`src/rtl/snap_pkg.sv`:
```
// snap_pkg: shared types and status bit positions for the snapshot capture blocks
package snap_pkg;
  typedef enum logic [1:0] {ST_IDLE, ST_ARMED, ST_CAPTURE, ST_DONE} snap_state_t;
  localparam int ST_DONE_BIT  = 31;
  localparam int ST_ARMED_BIT = 30;
  localparam int ST_CAPT_BIT  = 29;
endpackage

```
`src/rtl/snap_edge_det.sv`:
```
// snap_edge_det: registered rising-edge detector for software control bits
module snap_edge_det (
  input  logic clk,
  input  logic rst_n,
  input  logic d,
  output logic rise
);
  logic d_q;
  always_ff @(posedge clk or negedge rst_n)
    if (!rst_n) d_q <= 1'b0;
    else d_q <= d;
  assign rise = d & ~d_q;
endmodule

```
`src/rtl/snap_capture_ctrl.sv`:
```
// snap_capture_ctrl: arm/trigger sequencer writing one fixed-length burst into the snapshot BRAM
module snap_capture_ctrl
  import snap_pkg::*;
#(
  parameter int ADDR_W = 10,
  parameter int DATA_W = 32
) (
  input  logic              user_clk,
  input  logic              user_rst_n,
  input  logic              ctrl_arm,
  input  logic              ctrl_trig_sel,
  input  logic              ctrl_valid_sel,
  input  logic              trig,
  input  logic [DATA_W-1:0] din,
  input  logic              din_valid,
  output logic [ADDR_W-1:0] bram_addr,
  output logic [DATA_W-1:0] bram_din,
  output logic              bram_we,
  output logic [31:0]       status
);
  snap_state_t state, state_nx;
  logic [ADDR_W:0] cnt, cnt_nx, cnt_inc;
  logic [31:0] status_nx;
  logic arm_edge, se, wr;
  snap_edge_det u_arm_edge (.clk(user_clk), .rst_n(user_rst_n), .d(ctrl_arm), .rise(arm_edge));
  assign se = ctrl_valid_sel ? din_valid : 1'b1;
  // arm edge always wins over a coincident trigger or sample
  assign wr = !arm_edge && se && (state == ST_CAPTURE || (state == ST_ARMED && trig));
  always_comb begin
    cnt_inc = cnt + 1'b1;
    state_nx = arm_edge ? (ctrl_trig_sel ? ST_ARMED : ST_CAPTURE)
             : wr ? (cnt_inc[ADDR_W] ? ST_DONE : ST_CAPTURE) : state;
    cnt_nx = arm_edge ? '0 : wr ? cnt_inc : cnt;
    status_nx = '0;
    status_nx[ST_DONE_BIT] = state_nx == ST_DONE;
    status_nx[ST_ARMED_BIT] = state_nx == ST_ARMED;
    status_nx[ST_CAPT_BIT] = state_nx == ST_CAPTURE;
    status_nx[ADDR_W:0] = cnt_nx;
  end
  always_ff @(posedge user_clk or negedge user_rst_n)
    if (!user_rst_n) begin
      state <= ST_IDLE;
      cnt <= '0;
      bram_we <= 1'b0;
      bram_addr <= '0;
      bram_din <= '0;
      status <= '0;
    end else begin
      state <= state_nx;
      cnt <= cnt_nx;
      bram_we <= wr;
      bram_addr <= wr ? cnt[ADDR_W-1:0] : bram_addr;
      bram_din <= wr ? din : bram_din;
      status <= status_nx;
    end
endmodule

```
`config.mk`:
```
export PLATFORM = sky130hd
export DESIGN_NAME = snap_capture_ctrl
export DESIGN_NICKNAME = d
export VERILOG_FILES = /design/src/rtl/snap_pkg.sv /design/src/rtl/snap_edge_det.sv /design/src/rtl/snap_capture_ctrl.sv
export SDC_FILE = /design/constraint.sdc
export NUM_CORES = 1
export LEC_CHECK = 0
export BUFFER_PORTS_ARGS = -buffer_cell sky130_fd_sc_hd__buf_2
export CAP_MARGIN = 20
export CELL_PAD_IN_SITES_DETAIL_PLACEMENT = 1
export CELL_PAD_IN_SITES_GLOBAL_PLACEMENT = 1
export CORE_ASPECT_RATIO = 2
export CORE_MARGIN = 4
export CORE_UTILIZATION = 40
export CTS_BUF_LIST = sky130_fd_sc_hd__clkbuf_2
export CTS_CLUSTER_DIAMETER = 100
export DETAILED_ROUTE_END_ITERATION = 12
export GPL_TIMING_DRIVEN = 1
export PLACE_DENSITY = 0.95
export SLEW_MARGIN = 20
export SYNTH_ARGS = -nofsm -noshare
export SYNTH_HDL_FRONTEND = slang
export SYNTH_SLANG_ARGS = --single-unit
```
`constraint.sdc`:
```
create_clock -name user_clk -period 4.09 [get_ports user_clk]
set_input_delay 0.2045 -clock user_clk [delete_from_list [all_inputs] [get_ports user_clk]]
set_output_delay 0.2045 -clock user_clk [all_outputs]
set_load 0.02 [all_outputs]
```
==> results.sh <==
export IMPL_status="finished, final reports clean"
export IMPL_grt_pass1_vias=2364
export IMPL_dr_pass1_iters=4
export IMPL_final_hold_viol_count=0
export IMPL_num_rows=41
export IMPL_cts_root_buf="clkbuf_2"
export IMPL_portBuffers=95
export IMPL_grt_max_degree=61
export IMPL_worstMarginPinSlew_ps=859
export IMPL_cp_arrival_ps=2700
export IMPL_grt_pass1_wl_mm=11.7
export IMPL_ios=114
export IMPL_cts_tree="done"
export IMPL_htree_levels=3
export IMPL_timing_hold_ws_ps=206
export IMPL_crit_path_start_kind="flip-flop"
export IMPL_routed_via_density=4.88
export IMPL_p_per_area_nw_per_um2=500
export IMPL_power_internal_mw=1.07
export IMPL_relSlewSlack_pct=42.7
export IMPL_dieArea_um2=7930
export IMPL_drive_gt1_share_pct=45.4
export IMPL_route_detailed_wl_per_inst_um=17.3
export IMPL_clock_skew_ps=24.8
export IMPL_fillers=720
export IMPL_yosys_top_cells_area="dfrtp_1 58%, mux2_2 16%, buf_4 6.4%"
export IMPL_yosysTopAreaCell="dfrtp_1"
export IMPL_nets=375
export IMPL_syn2layout_area_growth_pct=35.2
export IMPL_critPathRequiredTime_ps=4520
export IMPL_routed_wl_mm=7.39
export IMPL_hold_class="in -> reg"
export IMPL_sequentialPowerShare_pct=46.7
export IMPL_netlist_instances=199
export IMPL_syn_area_um2=2600
export IMPL_dpl_hpwl_mm=5.05
export IMPL_grt_overflow=0
export IMPL_worstSkewPairLatency_ps=500
export IMPL_place_congestion=0.793
export IMPL_yosys_warnings=0
export IMPL_ys_types=40
export IMPL_cts_sinks=60
export IMPL_final_cell_mix="95 x buf_2, 60 x dfrtp_1, 37 x mux2_2"
export IMPL_maxCapViolCount=0
export IMPL_antenna_found_initial=1
export IMPL_clock_path_buffers=2
export IMPL_ant_nets=0
export IMPL_die_y_um=122
export IMPL_pwr_share_clk_pct=16.1
export IMPL_die_width_um=65.0
export IMPL_cp_max_fo=42
export IMPL_p_comb_share_pct=37.2
export IMPL_timing_fmax_mhz=441
export IMPL_clk_pin_slew_ps=170
export IMPL_p_leak_nw=1.76
export IMPL_syn_avg_cell_area_um2=13.1
export IMPL_cts_setup_buffers=0
export IMPL_ys_ff_latch=60
export IMPL_end_kind="flip-flop"
export IMPL_slew_viol_final=0
export IMPL_ys_seq_area_share_pct=57.7
export IMPL_final_common_cell="buf_2"
export IMPL_path_class="reg -> reg"
export IMPL_drt_iter0_drc=48
export IMPL_p_sw_mw=0.687
export IMPL_drc=0
export IMPL_cts_buffers_inserted=9
export IMPL_switching_share_pct=39.1
export IMPL_setup_tns_final_ps=0
export IMPL_grt_setup_unrepaired="no"
export IMPL_setup_viol=0
export IMPL_peakVddDrop_mv=0.279
export IMPL_grt_util_all_layers_pct=20.0
export IMPL_fin_crit_sh_pct=55.5
export IMPL_initial_core_util_pct=41.2
export IMPL_min_period_ps=2270
export IMPL_cts_resized_gates=0
export IMPL_core_area_um2=6310
export IMPL_synth_top_area_share_pct=57.7
export IMPL_vias=2078
[flip-flops by register name, indices dropped and copies added (netlist names)]
| name | cells |
|---|---|
| bram_din | 32 |
| bram_addr | 10 |
| cnt | 10 |
| status | 4 |
| state | 2 |
| bram_we | 1 |
| u_arm_edge.d_q | 1 |
[area by class of cell]
cell class | count | area, um2 | share of cell area [%]
clock inverter | 4 | 17.5 | 0.498
timing repair buffer | 132 | 841 | 23.9
clock buffer | 11 | 55.1 | 1.57
multi-input combinational | 127 | 971 | 27.6
sequential | 60 | 1500 | 42.7
antenna | 1 | 2.50 | 0.0712
tap | 86 | 108 | 3.06
inverter | 5 | 18.8 | 0.534
[worst paths after layout]
check | start | endpoint | slack, ps | depth (start not counted)
max | state[0] | status[31] | 1820 | 6
min | trig | state[0] | 210 | 5
max reg2reg | state[0] | status[31] | 1820 | 6
min reg2reg | bram_addr[5] | bram_addr[5] | 500 | 1
max in group asynchronous | user_rst_n | bram_din[8] | 3200 | 3
min in group asynchronous | user_rst_n | bram_din[30] | 370 | 3
[logic make-up (layout without fill, tap and decap cells)]
family                   after synthesis  after routing  synth area share, %
XOR/XNOR                               2              2                0.674
flip-flops                            60             60                 57.7
buffers and inverters                 29            152                 7.36
other                                  1             19                0.144
adder cells (fa/ha/maj)                1              1                0.481
AO/OA/AOI/OAI                         32             32                 8.37
AND/OR/NAND/NOR                       33             33                 7.51
multiplexers                          41             41                 17.7
[cell usage after synthesis]
cell type / instances
clkbuf_1: 2
inv_1: 4
a21oi_1: 9
dfrtp_1: 60
nand2b_1: 1
nand2_1: 8
nor2b_1: 2
nand3_1: 3
or4_1: 2
inv_2: 1
a41o_1: 1
o31a_2: 1
nand4_2: 1
o31a_1: 2
a211o_1: 1
nand3b_1: 1
a31o_2: 1
nor2_1: 6
buf_4: 22
a211oi_1: 1
nor3_1: 1
mux2_1: 3
mux2_2: 37
xnor2_1: 2
a31oi_1: 1
nand3b_4: 1
or3_1: 3
mux2i_1: 1
ha_1: 1
conb_1: 1
nand2b_2: 1
or2_1: 1
and4_1: 1
a21oi_4: 1
a21o_1: 1
nor4_1: 1
a21boi_0: 1
o21ai_0: 8
o31ai_1: 3
o311a_1: 1
[metal layers]
layer,wire length [um],up-vias,GRT usage [%],share of wire (%)
met2,4310,70,37.7,58
met3,351,22,4.80,4.8
met4,329,0,13.1,4.5
met1,2390,1049,18.2,32
li1,-,937,-,-
met5,0,-,0,0
[through the flow]
| stage | util, % | power (mW) | instance area (um2) | worst slack, ps | cells |
|---|---|---|---|---|---|
| 2_1_floorplan | - | 1.23 | 2660 | 2420 | 216 |
| 3_3_place_gp | 49.0 | 1.43 | 3090 | 1980 | 375 |
| 3_5_place_dp | 49.0 | 1.46 | 3090 | 1850 | 375 |
| 4_1_cts | 55.7 | 1.77 | 3510 | 1820 | 425 |
| 5_1_grt | 55.7 | 1.87 | 3510 | 1600 | 426 |
| 6_report | 55.7 | 1.76 | 3510 | 1820 | 426 |
[power by group through the flow]
| stage | logic [mW] | clock network [mW] | registers (mW) |
|---|---|---|---|
| 4_1_cts | 0.654 | 0.292 | 0.822 |
| 2_1_floorplan | 0.239 | 0 | 0.993 |
| 3_5_place_dp | 0.625 | 0 | 0.836 |
| 5_1_grt | 0.704 | 0.319 | 0.842 |
| 3_3_place_gp | 0.603 | 0 | 0.823 |
| 6_report | 0.653 | 0.284 | 0.821 |
[worst max-delay path: stages (launching register included)]
cell,delay [ps]
dfrtp_1,460
nand2b_2,250
a21oi_4,190
nand2_1,140
inv_2,650
o21ai_0,260
a21boi_0,230
[timing repair]
| item | CTS | global route |
|---|---|---|
| endpoints found under the hold margin | 96 | 0 |
| hold buffers | 35 | 0 |
| endpoints found under the setup margin | 0 | 0 |
Power figures use the tool's default switching activity.
